`config.mk`:
```
export PLATFORM = sky130hd
export DESIGN_NAME = ysyx_24080014_lsu
export DESIGN_NICKNAME = d
export VERILOG_FILES = /design/src/rtl/ysyx_24080014_lsu_pkg.sv /design/src/rtl/ysyx_24080014_lsu_ext.sv /design/src/rtl/ysyx_24080014_lsu.sv
export SDC_FILE = /design/constraint.sdc
export NUM_CORES = 1
export LEC_CHECK = 0
export BUFFER_PORTS_ARGS = -buffer_cell sky130_fd_sc_hd__buf_2
export CORE_ASPECT_RATIO = 1.75
export CORE_MARGIN = 1
export CORE_UTILIZATION = 29
export DETAILED_ROUTE_END_ITERATION = 7
export PLACE_DENSITY_LB_ADDON = 0.2
export SLEW_MARGIN = 20
export SYNTH_ARGS = -nofsm -noshare
export SYNTH_HDL_FRONTEND = slang
export SYNTH_SLANG_ARGS = --single-unit
```
`constraint.sdc`:
```
create_clock -name clk -period 1.84 [get_ports clk]
set_clock_uncertainty 0.05 [all_clocks]
set_input_delay 0.184 -clock clk [delete_from_list [all_inputs] [get_ports clk]]
set_output_delay 0.184 -clock clk [all_outputs]
set_load 0.05 [all_outputs]
```
`src/rtl/ysyx_24080014_lsu_pkg.sv`:
```
// ysyx_24080014_lsu_pkg
//   Shared definitions for the load/store unit: RV32 funct3 width encodings,
//   FSM state encodings, the default access timeout and small helpers for
//   store lane generation and alignment classification.
package ysyx_24080014_lsu_pkg;

    // RV32 load/store width and sign encodings
    localparam logic [2:0] FUNCT3_B  = 3'b000;
    localparam logic [2:0] FUNCT3_H  = 3'b001;
    localparam logic [2:0] FUNCT3_W  = 3'b010;
    localparam logic [2:0] FUNCT3_BU = 3'b100;
    localparam logic [2:0] FUNCT3_HU = 3'b101;

    // FSM state encodings
    localparam logic [1:0] ST_IDLE = 2'd0;
    localparam logic [1:0] ST_REQ  = 2'd1;
    localparam logic [1:0] ST_WAIT = 2'd2;
    localparam logic [1:0] ST_RESP = 2'd3;

    // Default number of WAIT cycles before an access is aborted
    localparam int unsigned TIMEOUT_CYC_DEFAULT = 255;

    function automatic logic funct3_legal(input logic [2:0] funct3);
        logic legal;
        case (funct3)
            FUNCT3_B, FUNCT3_H, FUNCT3_W, FUNCT3_BU, FUNCT3_HU: legal = 1'b1;
            default:                                            legal = 1'b0;
        endcase
        return legal;
    endfunction

    // Halfwords must sit on an even byte, words on a word boundary.
    function automatic logic funct3_misaligned(input logic [2:0] funct3,
                                               input logic [1:0] addr_lo);
        logic mis;
        case (funct3)
            FUNCT3_H, FUNCT3_HU: mis = addr_lo[0];
            FUNCT3_W:            mis = |addr_lo;
            default:             mis = 1'b0;
        endcase
        return mis;
    endfunction

    // Byte enables for a store; lanes shifted past bit 3 fall off the word.
    function automatic logic [3:0] store_wstrb(input logic [2:0] funct3,
                                               input logic [1:0] addr_lo);
        logic [3:0] strb;
        case (funct3[1:0])
            2'b00:   strb = 4'b0001 << addr_lo;
            2'b01:   strb = 4'b0011 << addr_lo;
            default: strb = 4'b1111;
        endcase
        return strb;
    endfunction

    // Right-aligned store data replicated into every lane so the strobes pick it.
    function automatic logic [31:0] store_wdata(input logic [2:0]  funct3,
                                                input logic [31:0] wdata);
        logic [31:0] lanes;
        case (funct3[1:0])
            2'b00:   lanes = {4{wdata[7:0]}};
            2'b01:   lanes = {2{wdata[15:0]}};
            default: lanes = wdata;
        endcase
        return lanes;
    endfunction

endpackage

```
`src/rtl/ysyx_24080014_lsu_ext.sv`:
```
// ysyx_24080014_lsu_ext
//   Combinational load-data lane select and sign/zero extension.
//   Ports:
//     rdata   in  32  raw word returned by memory
//     funct3  in   3  load width/sign encoding
//     addr_lo in   2  byte offset of the load within the word
//     data    out 32  extended load result (0 for undefined funct3)
module ysyx_24080014_lsu_ext
    import ysyx_24080014_lsu_pkg::*;
(
    input  logic [31:0] rdata,
    input  logic [2:0]  funct3,
    input  logic [1:0]  addr_lo,
    output logic [31:0] data
);

    logic [31:0] shifted;

    always_comb begin
        // Bring the addressed byte down to lane 0; bytes beyond the word read as zero.
        shifted = rdata >> {addr_lo, 3'b000};
        case (funct3)
            FUNCT3_B:  data = {{24{shifted[7]}}, shifted[7:0]};
            FUNCT3_H:  data = {{16{shifted[15]}}, shifted[15:0]};
            FUNCT3_W:  data = rdata;
            FUNCT3_BU: data = {24'b0, shifted[7:0]};
            FUNCT3_HU: data = {16'b0, shifted[15:0]};
            default:   data = 32'b0;
        endcase
    end

endmodule

```
`src/rtl/ysyx_24080014_lsu.sv`:
```
// ysyx_24080014_lsu
//   Single-outstanding load/store unit between the EXU and a word-wide memory
//   port. FSM: IDLE -> REQ -> WAIT -> RESP -> IDLE. Accesses that see no
//   response within TIMEOUT_CYC WAIT cycles complete with out_err = 1.
//   Optional feature macro: YSYX_24080014_LSU_MISALIGN_CHK_EN -- when defined,
//   misaligned H/HU/W accesses skip memory and complete with out_err = 1.
//   Ports:
//     clk, rst_n                     clock, async active-low reset
//     in_valid/in_ready              request handshake from EXU
//     in_we, in_funct3, in_addr,     store flag, width/sign, byte address,
//     in_wdata                       right-aligned store data
//     mem_req_valid/mem_req_ready    memory request handshake
//     mem_we, mem_addr, mem_wdata,   word-aligned request fields
//     mem_wstrb
//     mem_rsp_valid, mem_rdata       memory response
//     out_valid/out_ready            writeback handshake
//     out_read_data, out_err         extended load data, fault flag
module ysyx_24080014_lsu
    import ysyx_24080014_lsu_pkg::*;
#(
    parameter int unsigned TIMEOUT_CYC = TIMEOUT_CYC_DEFAULT
) (
    input  logic        clk,
    input  logic        rst_n,

    input  logic        in_valid,
    output logic        in_ready,
    input  logic        in_we,
    input  logic [2:0]  in_funct3,
    input  logic [31:0] in_addr,
    input  logic [31:0] in_wdata,

    output logic        mem_req_valid,
    input  logic        mem_req_ready,
    output logic        mem_we,
    output logic [31:0] mem_addr,
    output logic [31:0] mem_wdata,
    output logic [3:0]  mem_wstrb,
    input  logic        mem_rsp_valid,
    input  logic [31:0] mem_rdata,

    output logic        out_valid,
    input  logic        out_ready,
    output logic [31:0] out_read_data,
    output logic        out_err
);

    // Counter value on the last permitted WAIT cycle.
    localparam logic [7:0] WAIT_LAST = 8'(TIMEOUT_CYC - 1);

    logic [1:0]  state_q, state_d;
    logic        we_q, we_d;
    logic [2:0]  funct3_q, funct3_d;
    logic [31:0] addr_q, addr_d;
    logic [31:0] wdata_q, wdata_d;
    logic [7:0]  wait_cnt_q, wait_cnt_d;
    logic [31:0] data_q, data_d;
    logic        err_q, err_d;

    logic        accept;
    logic        skip_mem;
    logic        req_active;
    logic        store_active;
    logic [31:0] ext_data;

    // Requests that can never reach memory are decided at accept time.
`ifdef YSYX_24080014_LSU_MISALIGN_CHK_EN
    assign skip_mem = !funct3_legal(in_funct3) ||
                      funct3_misaligned(in_funct3, in_addr[1:0]);
`else
    assign skip_mem = !funct3_legal(in_funct3);
`endif

    // rst_n gates in_ready so the EXU sees no acceptance while reset is held.
    assign in_ready = rst_n && (state_q == ST_IDLE);
    assign accept   = in_valid && in_ready;

    ysyx_24080014_lsu_ext u_ext (
        .rdata   (mem_rdata),
        .funct3  (funct3_q),
        .addr_lo (addr_q[1:0]),
        .data    (ext_data)
    );

    always_comb begin
        state_d    = state_q;
        we_d       = we_q;
        funct3_d   = funct3_q;
        addr_d     = addr_q;
        wdata_d    = wdata_q;
        wait_cnt_d = wait_cnt_q;
        data_d     = data_q;
        err_d      = err_q;

        case (state_q)
            ST_IDLE: begin
                // Any mem_rsp_valid seen here is a late reply to a timed-out access.
                if (accept) begin
                    we_d       = in_we;
                    funct3_d   = in_funct3;
                    addr_d     = in_addr;
                    wdata_d    = in_wdata;
                    wait_cnt_d = 8'd0;
                    data_d     = 32'd0;
                    err_d      = 1'b0;
                    if (skip_mem) begin
                        state_d = ST_RESP;
                        err_d   = 1'b1;
                    end else begin
                        state_d = ST_REQ;
                    end
                end
            end
            ST_REQ: begin
                if (mem_req_ready) begin
                    state_d    = ST_WAIT;
                    wait_cnt_d = 8'd0;
                end
            end
            ST_WAIT: begin
                wait_cnt_d = wait_cnt_q + 8'd1;
                // A response on the final WAIT cycle still counts as success.
                if (mem_rsp_valid) begin
                    state_d = ST_RESP;
                    data_d  = we_q ? 32'd0 : ext_data;
                    err_d   = 1'b0;
                end else if (wait_cnt_q == WAIT_LAST) begin
                    state_d = ST_RESP;
                    data_d  = 32'd0;
                    err_d   = 1'b1;
                end
            end
            ST_RESP: begin
                if (out_ready) begin
                    state_d = ST_IDLE;
                end
            end
            default: begin
                state_d = ST_IDLE;
            end
        endcase
    end

    always_ff @(posedge clk or negedge rst_n) begin
        if (!rst_n) begin
            state_q    <= ST_IDLE;
            we_q       <= 1'b0;
            funct3_q   <= 3'b000;
            addr_q     <= 32'd0;
            wdata_q    <= 32'd0;
            wait_cnt_q <= 8'd0;
            data_q     <= 32'd0;
            err_q      <= 1'b0;
        end else begin
            state_q    <= state_d;
            we_q       <= we_d;
            funct3_q   <= funct3_d;
            addr_q     <= addr_d;
            wdata_q    <= wdata_d;
            wait_cnt_q <= wait_cnt_d;
            data_q     <= data_d;
            err_q      <= err_d;
        end
    end

    // Request fields are forced to zero outside REQ so idle buses stay quiet.
    assign req_active    = (state_q == ST_REQ);
    assign store_active  = req_active && we_q;
    assign mem_req_valid = req_active;
    assign mem_we        = store_active;
    assign mem_addr      = req_active ? {addr_q[31:2], 2'b00} : 32'd0;
    assign mem_wdata     = store_active ? store_wdata(funct3_q, wdata_q) : 32'd0;
    assign mem_wstrb     = store_active ? store_wstrb(funct3_q, addr_q[1:0]) : 4'b0000;

    assign out_valid     = (state_q == ST_RESP);
    assign out_read_data = data_q;
    assign out_err       = err_q;

endmodule

```
# --- Yosys cells after proc, flatten, opt, wreduce, memory -nomap -nowiden ---
# Cells that the tools add are included.
totals:
  regBits: 111
  in_bits: 106
  output_inout_bits: 105
  word_cells: 70
classes:
  n_addsub: 1
  n_eq_ne: 17
  n_shift: 3
  muxes: 27
  reduce_logical: 14
ops:
  columns: ["op", "n"]
  rows:
  - ["32-bit 2-to-1 mux", 6]
  - ["32-bit case mux with 5 select lines", 1]
  - ["32-bit case mux with 2 select lines", 2]
  - ["32-bit by 5-bit >> shifter with 16-bit output", 1]
  - ["8-bit case mux with 3 select lines", 1]
  - ["8-bit 2-to-1 mux", 2]
  - ["3-bit == test, second input constant", 4]
  - ["2-bit 2-to-1 mux", 6]
  - ["8-bit by 1-bit adder with 8-bit output, second input constant", 1]
  - ["8-bit == test, second input constant", 1]
  - ["2-bit case mux with 4 select lines", 1]
  - ["4-bit case mux with 2 select lines", 1]
  - ["3-bit by 1-bit == test with 1-bit output, second input constant", 2]
  - ["3-bit by 2-bit == test with 1-bit output, second input constant", 2]
  - ["3-bit logical NOT", 2]
  - ["3-bit AND reduction", 2]
  - ["1-bit 2-to-1 mux", 5]
  - ["5-bit OR reduction", 1]
  - ["2-bit by 1-bit == test with 1-bit output, second input constant", 2]
  - ["2-bit == test, second input constant", 2]
  - ["2-bit logical NOT", 2]
  - ["4-bit 2-to-1 mux", 1]
  - ["2-bit != test, second input constant", 2]
  - ["4-bit AND reduction", 1]
  - ["9 further kinds", 11]

# --- Depth between registers and ports, before layout ---
depth:
  ltp_word: 6
  mapped_depth: 7
  depth_no_buf: 6

# --- Hierarchy ---
# A second synthesis with hierarchy kept.
hier_totals:
  hier_cells: 549
  area_unflattened_um2: 5964.5
modules_own_cells:
  columns: ["mod", "instances", "cells_each", "area_each_um2", "seq_area_each_um2"]
  rows:
  - ["ysyx_24080014_lsu", 1, 435, 5127.4, 2777.7]
  - ["ysyx_24080014_lsu_ext", 1, 114, 837.1, 0.0]

# --- Least setup slack after synthesis ---
# No wires, ideal clock.
synth_timing:
  kind: "flip-flop to output port"
  startpoint: "register state_q[1]"
  endpoint: "output mem_wdata[24]"
  arrival_time_ns: 2.217
  t_required_ns: 1.606
  path_slack_ns: -0.611
  path_stages_with_launch: 7
  n_path_buf: 2
  cell_sequence: "dfrtp_1 -> inv_1 -> ha_1 -> nand2_1 -> clkbuf_1 -> clkbuf_1 -> nor2_1"
synth_via:
  elab_chain_cells: 3
synth_lines:
  columns: ["element", "line", "text"]
  rows:
  - ["start: declaration", "ysyx_24080014_lsu.sv:51", "logic [1:0] state_q, state_d;"]
  - ["start signal: assignment", "ysyx_24080014_lsu.sv:155", "state_q <= state_d;"]
  - ["2-bit by 1-bit == test with 1-bit output", "ysyx_24080014_lsu.sv:167", "assign req_active = (state_q == ST_REQ);"]
  - ["named net mem_req_valid", "ysyx_24080014_lsu.sv:33", "output logic mem_req_valid,"]
  - ["1-bit logical AND", "ysyx_24080014_lsu.sv:168", "assign store_active = req_active && we_q;"]
  - ["32-bit 2-to-1 mux", "ysyx_24080014_lsu.sv:172", "assign mem_wdata = store_active ? store_wdata(funct3_q, wdata_q) : 32'd0;"]
  - ["end: declaration", "ysyx_24080014_lsu.sv:37", "output logic [31:0] mem_wdata,"]
# The timed path passes the listed nets, and every way through them passes these cells.

# --- Final worst setup path ---
layout_timing:
  startpoint: "register state_q[1]"
  endpoint: "register wait_cnt_q[3]"
layout_via:
  elab_chain_cells: 5
  word_cells_on_any_way: 10
  cone_classes: "eq/ne: 4; mux: 1; reduce/logical: 5"
layout_lines:
  columns: ["element", "line", "text"]
  rows:
  - ["2-bit logical NOT", "ysyx_24080014_lsu.sv:75, ysyx_24080014_lsu.sv:95", null]
  - ["1-bit logical AND", "ysyx_24080014_lsu.sv:75", "assign in_ready = rst_n && (state_q == ST_IDLE);"]
  - ["1-bit logical AND", "ysyx_24080014_lsu.sv:76", "assign accept = in_valid && in_ready;"]
  - ["2-bit != test (no line)", null, null]
  - ["3-bit AND reduction (no line)", null, null]
  - ["end signal: assignment", "ysyx_24080014_lsu.sv:160", "wait_cnt_q <= wait_cnt_d;"]
  - ["end: declaration", "ysyx_24080014_lsu.sv:56", "logic [7:0] wait_cnt_q, wait_cnt_d;"]
# Parallel ways exist; a longest one is shown, timed or not.
# A chain may end at the register's enable or synchronous reset.

==> flow_summary.ini <==
[cts]
htreeDepth = 3
cts_sinks = 111
cts_tree = yes
root_buffer = clkbuf_16
cts_buffers = 9
path_clk_slew_ns = 0.08
clk_path_buf_depth = 2
clock_latency_ns = 0.36

[route]
vias_per_cell = 5.01
drtAntennaViolNets = 0
routed_wl_mm = 20.0
wl_per_cell_um = 18.2
drt-pass1-iter-count = 4
drc = 0
drt_first_iter_violations = 164
vias = 5492

[die]
die_x_um = 109
rows = 68
io_pins = 211
initial_core_util_pct = 29.5
dieArea_mm2 = 0.0206
die_y_um = 189
coreArea_mm2 = 0.0197

[layout]
layout_common_cells = buf_2, dfrtp_1, buf_4
layoutNonFillerInstCount = 1097
post_route_cells_drive_above_1_share_pct = 56.6
n_fill_cell = 1767
seq_area_mm2 = 0.00278
fin_nets = 956
syn_to_final_growth_pct = 64.8
multiInputGateArea_mm2 = 0.00330
final_common_cell = buf_2

[placed_design]
pre_cts_ws_ns = -0.180
placed_cells = 998
gp_congestion = 0.851
io_buffer_count = 208
dp_hpwl_mm = 14.1

[flow_run]
maxCapViolCount = 0

[power_and_ir_drop]
p_comb_share_pct = 62.2
leakage_nw = 4.53
peakVddDrop_mv = 0.910
power_frac_clock_pct = 13.0
p_sw_w = 0.00802
internal_power_w = 0.00940
power_density_mw_per_mm2 = 1820
p_seq_share_pct = 24.8
swShare_pct = 46.0

[min_path]
hold_path_class = in -> reg

[setup_path]
worstPathRequired_ns = 2.09
critPathArrivalTime_ns = 2.20
cp-end-kind = flip-flop
crit_type = reg -> reg
worst-path-max-fanout = 5
start_kind = flip-flop

[logic_synthesis]
synth_edf_count = 0
ys_ff_latch = 111
syn-cell-area_mm2 = 0.00580
seq_area_frac_synth_pct = 47.9
synth.distinct_cells = 52
async_flop_share_pct = 100
avgSynthCellArea_um2 = 11.0
yosysWarnings = 0
synthFlopType = dfrtp_1
syn_inst = 529

[global_route]
antenna_found_initial = 6
grt_usage_pct = 20.1
gr-total-overflow = 0
grt_pass1_vias = 6037
grt_pass1_wl_mm = 31.3
grt_max_degree = 109

[sta]
worst_slack_ns = -0.110
drv_slew = 0
slew_headroom_pct = 58.0
finalHoldViolCount = 0
tightest_slew_ns = 0.630
setup-violations-final = 99
post-route-period-util_pct = 106
period_needed_ns = 1.95
rsz0062_at_grt = yes
max_freq_ghz = 0.513

[outcome]
status = complete, but fails checks
violations = setup timing
## metal layers
metal / share of wire [%] / GRT usage [%] / wire length (µm) / vias to the layer above
li1: - / - / - / 2546
met1: 35 / 19.8 / 6980 / 2701
met2: 55 / 37.2 / 11000 / 186
met3: 4.2 / 3.96 / 840 / 55
met4: 5.8 / 12.7 / 1150 / 4
met5: 0.16 / 0 / 31 / -
## per-stage QoR
step	hold slack, ns	util, %	total power, W	instance area [µm²]	TNS, ns
finish	0.00535	48.6	0.0174	9560	-5.30
global route	0.00295	48.6	0.0184	9550	-16.65
CTS	0.00000658	47.6	0.0172	9350	-7.29
detailed placement	-0.0268	39.2	0.0133	7710	-3.36
global placement	-0.0308	39.2	0.0131	7710	-1.95
floorplan	-0.162	-	0.0108	6080	0
## sequential cells by signal, summed over array words and instances, names as in the netlist
register       count
addr_q            32
out_read_data     32
wdata_q           32
wait_cnt_q         8
funct3_q           3
state_q            2
out_err            1
we_q               1
## critical path, stage by stage, from the launching register on
cell      delay, ns
dfrtp_1        0.40
inv_2          0.08
buf_4          0.14
ha_4           0.18
a21boi_4       0.15
or3_4          0.34
or4_1          0.47
nand3_1        0.08
## final cells by class
type	instances	area share [%]
Sequential cell	111	29.1
Inverter	10	0.445
Clock inverter	6	1.14
Clock buffer	10	2.40
Multi-Input combinational cell	372	34.5
Timing Repair Buffer	339	29.1
Tap cell	245	3.21
Antenna cell	4	0.105
## power groups by stage
stage	Sequential [W]	Clock (W)	Combinational, W
global placement	0.00424	0	0.00888
finish	0.00432	0.00227	0.0108
detailed placement	0.00430	0	0.00903
floorplan	0.00505	0	0.00570
CTS	0.00429	0.00235	0.0105
global route	0.00448	0.00243	0.0115
## kinds of logic after synthesis
family	Yosys count	synth area share, %
buf+inv	47	3.80
compound gates	104	13.5
flops	111	47.9
mux	99	18.8
other cells	1	0.0647
simple gates	160	14.5
fa+ha+maj	7	1.51
## Yosys cell counts, types with 2 or more instances
cell / number / area, µm²
nor3_1: 3 / 15.0
and2_1: 32 / 200
a21oi_1: 25 / 125
or3_1: 3 / 18.8
a211o_1: 6 / 52.6
and3_1: 8 / 50.1
nor2_1: 45 / 169
o211ai_1: 2 / 15.0
buf_1: 8 / 30.0
nor2b_1: 6 / 37.5
a22o_1: 2 / 17.5
buf_4: 2 / 15.0
ha_1: 7 / 87.6
mux2i_1: 20 / 200
nand3_1: 7 / 35.0
a221o_2: 11 / 124
a22oi_1: 9 / 67.6
nand2_1: 32 / 120
o21ai_0: 22 / 110
mux2_2: 79 / 890
a221o_1: 17 / 170
inv_1: 9 / 33.8
clkbuf_1: 16 / 60.1
nor4_1: 4 / 25.0
dfrtp_1: 111 / 2780
buf_6: 3 / 33.8
buf_2: 6 / 30.0
and3b_1: 10 / 87.6
## timing repair
| action | 4_1_cts | 5_1_grt |
|---|---|---|
| pin swaps | 17 | 11 |
| setup buffers | 15 | 2 |
| endpoints found under the setup margin | 104 | 173 |
| hold endpoints to repair | 60 | 1 |
| resized for setup | 154 | 39 |
| gates cloned | 4 | 0 |
| hold buffers | 58 | 1 |
## final timing paths
path                                        startpoint                         to  slack, ns  depth (start not counted)
min in group asynchronous                        rst_n     state_q[1]$_DFFE_PN0P_       0.24                          2
worst min-delay path                      in_wdata[28]    wdata_q[28]$_DFFE_PN0P_      0.005                          2
max in group asynchronous                        rst_n      addr_q[1]$_DFFE_PN0P_       0.61                          3
worst max-delay path            state_q[1]$_DFFE_PN0P_  wait_cnt_q[3]$_DFFE_PN0P_      -0.11                          7
worst min register to register  addr_q[11]$_DFFE_PN0P_     addr_q[11]$_DFFE_PN0P_       0.45                          1
worst max register to register  state_q[1]$_DFFE_PN0P_  wait_cnt_q[3]$_DFFE_PN0P_      -0.11                          7
No activity file was read; power rests on OpenSTA's default activity.
